### src/rtl/debug_word_tx_pkg.sv
// Shared definitions for the debug UART link (transmitter here, receiver in
// the debug unit): serializer state encodings, debug word width and the
// default line settings.
package debug_word_tx_pkg;

    localparam int DBG_WORD_W    = 32;
    localparam int DEF_CLK_FREQ  = 100_000_000;
    localparam int DEF_BAUD      = 9600;
    localparam int BITS_PER_BYTE = 8;

    typedef enum logic [1:0] {
        ST_IDLE  = 2'd0,
        ST_START = 2'd1,
        ST_DATA  = 2'd2,
        ST_STOP  = 2'd3
    } tx_state_e;

endpackage

### src/rtl/debug_word_tx_if.sv
// Word-level handshake and line signals of the debug word transmitter.
//   in_word   : word to send (source -> transmitter)
//   in_valid  : source has a word
//   out_ready : transmitter can accept a word
//   tx        : serial line, idle high
//   busy      : word in progress
//   out_done  : one-cycle pulse when the final stop bit of a word completes
// master = debug-unit sequencer side, slave = transmitter side.
interface debug_word_tx_if #(
    parameter int NBYTES = 4
);
    logic [8*NBYTES-1:0] in_word;
    logic                in_valid;
    logic                out_ready;
    logic                tx;
    logic                busy;
    logic                out_done;

    modport master (
        output in_word, in_valid,
        input  out_ready, tx, busy, out_done
    );

    modport slave (
        input  in_word, in_valid,
        output out_ready, tx, busy, out_done
    );
endinterface

### src/rtl/debug_word_tx_uart_tx_byte.sv
// 8N1 byte serializer with its own baud counter.
//   clk, rst : system clock, synchronous active-high reset
//   byte_i   : byte to send, taken when valid_i && ready_o
//   valid_i  : a byte is offered
//   ready_o  : idle, or in the last cycle of a stop bit (allows gapless bytes)
//   tx_o     : registered serial output, idle high
//   done_o   : high in the last cycle of the stop bit
module uart_tx_byte
    import debug_word_tx_pkg::*;
#(
    parameter int CLKS_PER_BIT = 16
) (
    input  logic       clk,
    input  logic       rst,
    input  logic [7:0] byte_i,
    input  logic       valid_i,
    output logic       ready_o,
    output logic       tx_o,
    output logic       done_o
);
    localparam int CNT_W = $clog2(CLKS_PER_BIT);
    localparam logic [CNT_W-1:0] CNT_LAST = CNT_W'(CLKS_PER_BIT - 1);

    tx_state_e        state_q, state_d;
    logic [CNT_W-1:0] cnt_q, cnt_d;
    logic [2:0]       bit_q, bit_d;
    logic [7:0]       data_q, data_d;
    logic             tx_q, tx_d;
    logic             bit_tick;

    assign bit_tick = (cnt_q == CNT_LAST);
    assign ready_o  = (state_q == ST_IDLE) || ((state_q == ST_STOP) && bit_tick);
    assign done_o   = (state_q == ST_STOP) && bit_tick;
    assign tx_o     = tx_q;

    always_comb begin
        state_d = state_q;
        cnt_d   = bit_tick ? '0 : cnt_q + 1'b1;
        bit_d   = bit_q;
        data_d  = data_q;
        tx_d    = 1'b1;
        case (state_q)
            ST_IDLE: begin
                cnt_d = '0;
                if (valid_i) begin
                    state_d = ST_START;
                    data_d  = byte_i;
                end
            end
            ST_START: begin
                tx_d = 1'b0;
                if (bit_tick) begin
                    state_d = ST_DATA;
                    cnt_d   = '0;
                    bit_d   = '0;
                end
            end
            ST_DATA: begin
                tx_d = data_q[bit_q];
                if (bit_tick) begin
                    cnt_d = '0;
                    bit_d = bit_q + 3'd1;   // wraps 7->0 on leaving DATA
                    if (bit_q == 3'd7) begin
                        state_d = ST_STOP;
                    end
                end
            end
            ST_STOP: begin
                if (bit_tick) begin
                    cnt_d = '0;
                    if (valid_i) begin
                        state_d = ST_START;
                        data_d  = byte_i;
                    end else begin
                        state_d = ST_IDLE;
                    end
                end
            end
            default: state_d = ST_IDLE;
        endcase
    end

    // tx is registered from the current state, so it trails the state by
    // one cycle: the start bit appears on the edge after the state enters START.
    always_ff @(posedge clk) begin
        if (rst) begin
            state_q <= ST_IDLE;
            cnt_q   <= '0;
            bit_q   <= '0;
            tx_q    <= 1'b1;
        end else begin
            state_q <= state_d;
            cnt_q   <= cnt_d;
            bit_q   <= bit_d;
            tx_q    <= tx_d;
        end
    end

    always_ff @(posedge clk) begin
        data_q <= data_d;
    end
endmodule

### src/rtl/debug_word_tx.sv
// Debug word transmitter: takes a word over valid/ready and sends it as
// NBYTES UART 8N1 bytes, least-significant byte first, with no gap between
// the bytes of one word.
//   clk, rst : system clock, synchronous active-high reset
//   bus      : slave side of debug_word_tx_if (in_word, in_valid, out_ready,
//              tx, busy, out_done)
module debug_word_tx
    import debug_word_tx_pkg::*;
#(
    parameter int CLK_FREQ = DEF_CLK_FREQ,
    parameter int BAUD     = DEF_BAUD,
    parameter int NBYTES   = DBG_WORD_W / BITS_PER_BYTE
) (
    input  logic           clk,
    input  logic           rst,
    debug_word_tx_if.slave bus
);
    localparam int WORD_W       = 8 * NBYTES;
    localparam int CLKS_PER_BIT = CLK_FREQ / BAUD;
    localparam int IDX_W        = (NBYTES > 1) ? $clog2(NBYTES) : 1;
    localparam logic [IDX_W-1:0] IDX_LAST = IDX_W'(NBYTES - 1);

    logic              active_q, active_d;
    logic              out_done_q, out_done_d;
    logic [IDX_W-1:0]  byte_idx_q, byte_idx_d;
    logic [WORD_W-1:0] word_q, word_d;
    logic              last_byte, accept;
    logic              byte_valid, byte_ready, byte_done;
    logic [7:0]        byte_data;

    assign last_byte = (byte_idx_q == IDX_LAST);
    assign accept    = !active_q && bus.in_valid && byte_ready;

    // When idle the first byte goes straight from in_word; afterwards the
    // low byte of word_q is always the next byte, offered during the stop
    // bit so the serializer chains it without an idle cycle.
    assign byte_valid = active_q ? !last_byte : bus.in_valid;
    assign byte_data  = active_q ? word_q[7:0] : bus.in_word[7:0];

    always_comb begin
        active_d   = active_q;
        byte_idx_d = byte_idx_q;
        word_d     = word_q;
        out_done_d = 1'b0;
        if (accept) begin
            active_d   = 1'b1;
            byte_idx_d = '0;
            word_d     = bus.in_word >> 8;
        end else if (active_q && byte_done) begin
            if (last_byte) begin
                active_d   = 1'b0;
                out_done_d = 1'b1;
            end else begin
                byte_idx_d = byte_idx_q + 1'b1;
                word_d     = word_q >> 8;
            end
        end
    end

    always_ff @(posedge clk) begin
        if (rst) begin
            active_q   <= 1'b0;
            byte_idx_q <= '0;
            out_done_q <= 1'b0;
        end else begin
            active_q   <= active_d;
            byte_idx_q <= byte_idx_d;
            out_done_q <= out_done_d;
        end
    end

    always_ff @(posedge clk) begin
        word_q <= word_d;
    end

    uart_tx_byte #(
        .CLKS_PER_BIT(CLKS_PER_BIT)
    ) u_byte (
        .clk    (clk),
        .rst    (rst),
        .byte_i (byte_data),
        .valid_i(byte_valid),
        .ready_o(byte_ready),
        .tx_o   (bus.tx),
        .done_o (byte_done)
    );

    assign bus.out_ready = !active_q;
    assign bus.busy      = active_q;
    assign bus.out_done  = out_done_q;
endmodule
### src/flat_wrapper.sv
// flat-port wrapper written by rule: the top's interface ports become plain ports
module debug_word_tx_flat import debug_word_tx_pkg::*;
#(
    parameter int CLK_FREQ = DEF_CLK_FREQ,
    parameter int BAUD     = DEF_BAUD,
    parameter int NBYTES   = DBG_WORD_W / BITS_PER_BYTE
)
  (clk, rst, bus_in_word, bus_in_valid, bus_out_ready, bus_tx, bus_busy, bus_out_done);
  debug_word_tx_if #(.NBYTES(NBYTES)) bus_i ();
  input  logic clk;
  input  logic rst;
  input wire logic [$bits(bus_i.in_word)-1:0] bus_in_word;
  input wire logic [$bits(bus_i.in_valid)-1:0] bus_in_valid;
  output wire logic [$bits(bus_i.out_ready)-1:0] bus_out_ready;
  output wire logic [$bits(bus_i.tx)-1:0] bus_tx;
  output wire logic [$bits(bus_i.busy)-1:0] bus_busy;
  output wire logic [$bits(bus_i.out_done)-1:0] bus_out_done;
  assign bus_i.in_word = bus_in_word;
  assign bus_i.in_valid = bus_in_valid;
  assign bus_out_ready = bus_i.out_ready;
  assign bus_tx = bus_i.tx;
  assign bus_busy = bus_i.busy;
  assign bus_out_done = bus_i.out_done;
  debug_word_tx #(.CLK_FREQ(CLK_FREQ), .BAUD(BAUD), .NBYTES(NBYTES)) u_core (.clk(clk), .rst(rst), .bus(bus_i));
endmodule
### config.mk
export PLATFORM = sky130hd
export DESIGN_NAME = debug_word_tx_flat
export DESIGN_NICKNAME = d
export VERILOG_FILES = /design/src/rtl/debug_word_tx_pkg.sv /design/src/rtl/debug_word_tx_if.sv /design/src/rtl/debug_word_tx_uart_tx_byte.sv /design/src/rtl/debug_word_tx.sv /design/src/flat_wrapper.sv
export SDC_FILE = /design/constraint.sdc
export NUM_CORES = 1
export LEC_CHECK = 0
export CAP_MARGIN = 40
export CORE_MARGIN = 2
export CORE_UTILIZATION = 53
export CTS_BUF_LIST = sky130_fd_sc_hd__clkbuf_16
export CTS_CLUSTER_SIZE = 30
export DETAILED_ROUTE_END_ITERATION = 12
export PLACE_DENSITY_LB_ADDON = 0.05
export SYNTH_ARGS = -nofsm -noshare
export SYNTH_HDL_FRONTEND = slang
export SYNTH_SLANG_ARGS = --single-unit
### constraint.sdc
create_clock -name clk -period 3.25 [get_ports clk]
set_input_delay 0.65 -clock clk [delete_from_list [all_inputs] [get_ports clk]]
set_output_delay 0.65 -clock clk [all_outputs]
set_load 0.01 [all_outputs]
After elaboration in Yosys (flattened, before gate mapping):

Cells that the tools add are included.

* add/subtract/negate cells: 3
* magnitude comparators: 1
* equal/unequal tests: 12
* muxes and demuxes: 27
* bitwise operators: 2
* reductions and logical operators: 21

Operators by type and width (count)
* $mux W24: 3
* $pmux W14 S2: 1
* $mux W8: 3
* $pmux W8 S2: 1
* $add A14 B1 Y14 const B: 1
* $eq A14 B14 Y1 const B: 1
* $mux W14: 1
* $mux W2: 5
* $ne A2 B2 Y1 const B: 5
* $pmux W2 S4: 1
* $reduce_and A2 Y1: 4
* $reduce_bool A2 Y1: 4
* $mux W1: 7
* $eq A2 B2 Y1 const B: 3
* $mux W3: 2
* $pmux W3 S2: 1
* $reduce_or A3 Y1: 2
* $reduce_and A5 Y1: 1
* $logic_and A1 B1 Y1: 4
* $lt A3 B4 Y1 const B: 1
* $add A3 B1 Y3 const B: 1
* $bmux W1 S3: 1
* $eq A3 B3 Y1 const B: 1
* $reduce_and A3 Y1: 1
* 9 further kinds: 11

* flip-flop bits (word level): 56

Longest topological paths before layout:

Gate-level depths: netlist (run 1).

* depth after elaboration: 6
* mapped depth: 7

Cells and area by module:

Synthesis (run 1) repeated with hierarchy kept, for this count alone.

* cell total of the unflattened synthesis: 208
* area, all modules: 2625.0 µm²

By module, submodules not included
* uart_tx_byte: instances 1, cells each 128, area an instance 1332.5 µm², seq. area each 640.6 µm²
* debug_word_tx: instances 1, cells each 80, area an instance 1292.5 µm², seq. area each 800.8 µm²

Worst setup path after synthesis (run 1):

No wires, ideal clock.

* path type: register -> register
* start: reg u_core.u_byte.cnt_q[8]
* end: reg u_core.word_q[0] (enable)
* library setup time: 0.381 ns
* arrival time: 2.151 ns
* path slack: 0.719 ns
* stages on the path, launching flop included: 7
* buffers on the path: 1
* path through: dfxtp_1 -> or4b_4 -> nor4_4 -> and2_4 -> o21ai_4 -> buf_8 -> nand2_1

* cells in the longest elaborated chain, start to end: 6
* elaborated cells on any way between the ends: 8
* classes of those cells: eq/ne: 2; reduce/logical: 6

RTL lines
* start, declared: line debug_word_tx_uart_tx_byte.sv:25 `logic [CNT_W-1:0] cnt_q, cnt_d;`
* start signal, assigned: line debug_word_tx_uart_tx_byte.sv:93 `cnt_q <= cnt_d;`
* $eq A14 B14 Y1 (*): line debug_word_tx_uart_tx_byte.sv:31 `assign bit_tick = (cnt_q == CNT_LAST);`
* $logic_and A1 B1 Y1 (*): line debug_word_tx_uart_tx_byte.sv:32, debug_word_tx_uart_tx_byte.sv:33
* $logic_or A1 B1 Y1: line debug_word_tx_uart_tx_byte.sv:32 `assign ready_o = (state_q == ST_IDLE) || ((state_q == ST_STOP) && bit_tick);`
* $logic_and A1 B1 Y1: line debug_word_tx.sv:32 `assign accept = !active_q && bus.in_valid && byte_ready;`
* $ne A2 B2 Y1 (no line) / $reduce_bool A2 Y1 (equally long branches)
* $reduce_and A2 Y1 (no line) (*)
* end signal, assigned: line debug_word_tx.sv:73 `word_q <= word_d;`
* end, declared: line debug_word_tx.sv:26 `logic [WORD_W-1:0] word_q, word_d;`

Every way passes the cells marked *; elsewhere a longest branch is shown, timed or not.
A chain may end at the register's enable or synchronous reset.

Worst setup path in the final report (run 1):

* start: reg u_core.u_byte.cnt_q[8]
* end: reg u_core.word_q[17] (enable)

Same word-level chain as after synthesis.

==> impl_results.md, run 1 <==
* DRT Wirelength at 4180 microns
* Post-route DRC violation count at 0
* Post-CTS Resized at 0
* Status: finished, final reports clean
* Buffers on Ports at 38
* Max-cap violations at 0
* Fin util at 66.9%
* Slew headroom at 56.9%
* Area Overhead vs Synth at 21.8%
* Hold Path Stages at 1
* Chip width at 73.8 microns
* GRT Util Overall at 17.2%
* Routed length per placed instance at 14.2 microns
* Peak supply drop at 0.352 mV
* Worst EP arrival at 2350 ps
* Final ANT Viol Nets at 0
* Clk pin slew, worst setup/hold paths at 60 ps
* Post-DP HPWL at 3180 microns
* Mean Syn Cell Area at 13.0 sq um
* Total Neg Setup Slack at 0 ps
* Die ar. at 5440 sq um
* Synth warnings at 0
* Setup Viol. Count Final at 0
* Pin count of the biggest net entering global routing at 25
* Period utilisation layout at 73.2%
* Netlist area before placement at 2580 sq um
* Initial Util at 55.0%
* DR vias at 1,581
* Die height at 73.8 microns
* Post-synth EDFFs at 32
* Sequential element share of the synthesized area at 55.9%
* CTS sink count at 56
* Final min period at 2380 ps
* Worst-Margin Slew at 644 ps
* Core area at 4690 sq um
* Synthesized Nets at 243
* Cell Rows at 25
* Setup Fix Bufs, Post-CTS at 0
* Drt pass-1 iters at 4
* Vias per std cell at 5.38
* Initial antenna violation count at 0
* Top post-synthesis cells by count: edfxtp_1, dfxtp_1, nor2_1, mux2_2
* R2R depth at 6
* Max clock buf depth at 2
* RSZ-0062 raised after global routing: false
* Critical Path RT at 3220 ps
* Mapped Cells at 199
* CTS buffer count at 5
* Final Instance Count excl. Fillers at 294
* Max Clk Rate at 420 MHz
* CTS root buffer: clkbuf_16
* Grt total ovfl at 0
* Pwr dens at 658 nW/um^2
* Ant diodes at 0
* Final hold vios at 0
* Min Hold Slack at 448 ps
* Async SR Flop Fraction at 0%
* # nets final at 284
* CP max FO at 24
* Area fraction of the dominant cell type after synthesis at 37.3%
* CTS H-tree depth at 2
* DRT iter0 DRCs at 53
* Skew-Pair Late Insertion Delay at 290 ps
* Routability cong. at 0.771
* Pins Over Slew Limit at 0
* Ranking of synthesized cells by area: edfxtp_1, dfxtp_1, mux2_2, mux2_4, ha_1
* # IOs at 39
* Placed cells at 287
* Most numerous cell in the Yosys netlist: edfxtp_1
* CP Class: flop to flop
* Startpoint type of the worst setup path: flop
* CTS hold repair buffers at 0
* First-pass GRT wire length at 7090 microns
* Fin Clk Skew at 4.27 ps
* Synth Flop Type: edfxtp_1
* Cell variety after synth at 38
* Lkg Pwr at 0.00114 uW
* CTS tree: done
* Vias in the first global route at 1,628
* Synth area leader: edfxtp_1
* Hold crit path type: flop to flop
* Fraction of layout cells with a size suffix above 1 at 18.8%
* CP Capture Type: flop
* Post-synthesis register bit count at 56
[final cells by class]
type | count | area [sq um]
fill | 341 | 1550
tap | 54 | 67.6
inverter | 5 | 18.8
clock buffer | 5 | 125
timing repair buffer | 39 | 388
clock inverter | 2 | 12.5
multi-input combinational | 133 | 1090
sequential | 56 | 1440
[where the power goes]
group	switching, uW	leakage (uW)	total (uW)	internal [uW]
registers	55.2	0.000500	1010	958
logic	266	0.000581	554	288
clock network	220	0.0000618	499	279
[path summary, 6_finish.rpt]
path | start | to | slack, ps
max | u_core.u_byte.cnt_q[8] | u_core.word_q[17] | 870
min | u_core.u_byte.cnt_q[0] | u_core.u_byte.cnt_q[0] | 450
min reg2reg | u_core.u_byte.cnt_q[0] | u_core.u_byte.cnt_q[0] | 450
max reg2reg | u_core.u_byte.cnt_q[8] | u_core.word_q[17] | 870
[critical path, cell delays in order, from the launching register on]
cell	delay, ps
dfxtp_1	350
or4b_4	560
nor4_4	320
and2_4	240
o21ai_4	180
nand2_1	110
buf_4	290
[placed cells by master (no fill, tap or decap), types with 2 or more instances in the layout]
| cell | synthesis | final |
|---|---|---|
| nand3_1 | 9 | 9 |
| inv_1 | 5 | 5 |
| nand2_1 | 6 | 6 |
| edfxtp_1 | 32 | 32 |
| mux2i_1 | 5 | 5 |
| a21oi_1 | 6 | 6 |
| o21ai_0 | 3 | 3 |
| a22oi_1 | 2 | 2 |
| clkdlybuf4s50_1 | 0 | 38 |
| or3_1 | 3 | 3 |
| nor2_1 | 23 | 23 |
| clkbuf_16 | 0 | 5 |
| ha_1 | 9 | 9 |
| xor2_1 | 7 | 7 |
| mux4_2 | 2 | 2 |
| nor3_1 | 3 | 3 |
| mux2_2 | 17 | 17 |
| dfxtp_1 | 24 | 24 |
| xnor2_1 | 4 | 4 |
| and3_1 | 2 | 2 |
| nand2b_1 | 2 | 2 |
| mux2_4 | 8 | 8 |
| and2_1 | 8 | 8 |
[registers in the layout, indices dropped and copies added, names as in the netlist]
| signal | count |
|---|---|
| u_core.u_byte.bit_q | 3 |
| u_core.u_byte.cnt_q | 14 |
| u_core.u_byte.state_q | 2 |
| u_core.u_byte.tx_o | 1 |
| u_core.byte_idx_q | 2 |
| u_core.bus.busy | 1 |
| u_core.u_byte.data_q | 8 |
| u_core.bus.out_done | 1 |
| u_core.word_q | 24 |
[cells by family after synthesis]
group	share of synthesized area, %
XOR/XNOR	3.74
AND/OR/NAND/NOR	14.5
flip-flops	55.9
AO/OA/AOI/OAI	3.83
adder cells (fa/ha/maj)	4.37
buffers and inverters	1.94
multiplexers	15.8
[metrics by stage]
step	setup WS (ps)	area (sq um)	power (uW)
after floorplan	719	2580	1450
after global placement	928	3000	1560
after detailed placement	845	3000	1590
after CTS	839	3140	2090
after global routing	679	3140	2180
final	871	3140	2070
[layer usage]
layer	GRT usage, %	up-vias	wire length, microns
met1	19.1	750	1660
met4	5.86	0	57
met3	3.98	6	187
met2	32.0	36	2270
li1	-	789	-
met5	0	-	0
No activity file was read; power rests on OpenSTA's default activity.
==> inputs of run 2 (changes only) <==
==> constraint.sdc (replaced) <==
create_clock -name clk -period 2.4 [get_ports clk]
set_input_delay 0.48 -clock clk [delete_from_list [all_inputs] [get_ports clk]]
set_output_delay 0.48 -clock clk [all_outputs]
set_load 0.01 [all_outputs]
==> impl_results.md, run 2 (same netlist as run 1, synthesis figures left out) <==
* Filler instances at 344
* Routability cong. at 0.776
* Most common cell after layout, fill and taps aside: clkdlybuf4s50_1
* Min Hold Slack at 462 ps
* Max FFs per register at 24
* Area after DPL at 3040 sq um
* Area of all placed cells without fillers at 3180 sq um
* Hold Startpoint: u_core.u_byte.cnt_q[0]
* GRT Util Overall at 17.8%
* Fin Clk Skew at 3.72 ps
* Chip width at 73.8 microns
* Total Neg Setup Slack at 0 ps
* Final min period at 2210 ps
* Max clock buf depth at 2
* Lkg Pwr at 0.00118 uW
* Top Registers: u_core.word_q: 24 flops, u_core.u_byte.cnt_q: 14 flops, u_core.u_byte.data_q: 8 flops
* CP Class: flop to flop
* Vias per std cell at 5.38
* Initial Util at 55.0%
* Die height at 73.8 microns
* Worst Hold End: u_core.u_byte.cnt_q[0]
* Core area at 4690 sq um
* RSZ-0062 raised after global routing: false
* Worst-Margin Slew at 659 ps
* Commonest non-fill, non-tap cells in the layout: clkdlybuf4s50_1, edfxtp_1, dfxtp_1, nor2_1, mux2_2
* Drt pass-1 iters at 4
* CP max FO at 18
* Post-route DRC violation count at 0
* Internal power at 2090 uW
* Hold Path Stages at 1
* DR vias at 1,603
* Startpoint type of the worst setup path: flop
* Hold crit path type: flop to flop
* CTS root buffer: clkbuf_16
* Ant diodes at 0
* Post-CTS Resized at 0
* DRT iter0 DRCs at 82
* Pin count of the biggest net entering global routing at 25
* Routed length per placed instance at 14.9 microns
* Critical Path RT at 2440 ps
* CP Capture Type: flop
* CTS buffer count at 5
* Period utilisation layout at 91.9%
* Reg2reg end: u_core.word_q[2]
* Pins Over Slew Limit at 0
* Reg2Reg Setup Slack at 190 ps
* Max Clk Rate at 453 MHz
* CTS H-tree depth at 2
* Buffers on Ports at 38
* Fin util at 67.7%
* Setup Viol. Count Final at 0
* Pwr dens at 897 nW/um^2
* Largest Register: u_core.word_q
* Peak supply drop at 0.480 mV
* Sequential Power Share at 48.2%
* Worst EP arrival at 2240 ps
* Max-cap violations at 0
* Post-DP HPWL at 3290 microns
* Setup Fix Bufs, Post-CTS at 0
* Clk pin slew, worst setup/hold paths at 60 ps
* Grt total ovfl at 0
* Vias in the first global route at 1,654
* Final hold vios at 0
* CTS hold repair buffers at 0
* Worst r2r src: u_core.u_byte.cnt_q[0]
* Sw Pwr at 756 uW
* Power share of the combinational group at 27.9%
* Fraction of layout cells with a size suffix above 1 at 19.7%
* Status: finished, final reports clean
* CTS sink count at 56
* Initial antenna violation count at 0
* # IOs at 39
* DRT Wirelength at 4440 microns
* First-pass GRT wire length at 7310 microns
* R2R depth at 6
* Die ar. at 5440 sq um
* Slew headroom at 55.9%
* Clock power share at 23.9%
* Skew-Pair Late Insertion Delay at 290 ps
* Cell Rows at 25
* Final ANT Viol Nets at 0
* Area Overhead vs Synth at 23.2%
* Switching part of the total at 26.5%
* # nets final at 287
* CTS tree: done
==> run 2: how the worst max path moves through the flow <==
stage	start	to	cells past startpoint
finish	u_core.u_byte.cnt_q[0]	u_core.word_q[2]	6
global route	u_core.u_byte.cnt_q[0]	u_core.word_q[0]	6
CTS	u_core.u_byte.cnt_q[0]	u_core.word_q[2]	6
detailed placement	u_core.u_byte.cnt_q[0]	u_core.word_q[2]	6
global placement	u_core.u_byte.cnt_q[0]	u_core.word_q[4]	6
floorplan	u_core.u_byte.cnt_q[8]	u_core.word_q[0]	6
==> run 2: per-stage QoR <==
| step | std cells | power (uW) | setup slack [ps] |
|---|---|---|---|
| 2_1_floorplan | 199 | 1960 | 107 |
| 3_3_place_gp | 290 | 2140 | 293 |
| 3_5_place_dp | 290 | 2190 | 220 |
| 4_1_cts | 298 | 2870 | 182 |
| 5_1_grt | 298 | 2980 | 86.3 |
| 6_report | 298 | 2850 | 194 |
==> run 2: power by group through the flow <==
stage          clock network [uW]  logic, uW  registers [uW]
6_report                      681        794            1370
5_1_grt                       727        861            1400
4_1_cts                       690        801            1380
3_5_place_dp                    0        796            1400
3_3_place_gp                    0        754            1380
2_1_floorplan                   0        596            1360
==> run 2: metal layers <==
metal  part of all wire (%)  track usage, %
met1                     42            19.8
met2                     51            32.2
met3                    4.7            4.66
met4                    2.0            6.67
met5                      0               0
==> run 2: area by class of cell <==
class | instances | area (sq um) | share of cell area (%)
inverters | 5 | 18.8 | 0.591
clock buffers | 5 | 125 | 3.94
flip-flops and latches | 56 | 1440 | 45.4
clock inverters | 3 | 11.3 | 0.354
multi-input cells | 133 | 1090 | 34.3
repair buffers | 42 | 423 | 13.3
well taps | 54 | 67.6 | 2.13
==> run 2: critical path, stage by stage (launching register included) <==
cell     delay, ps
dfxtp_1        330
ha_1           250
nand3_1        190
nor4_4          70
and2_4         170
o21ai_4        520
mux2_2         420
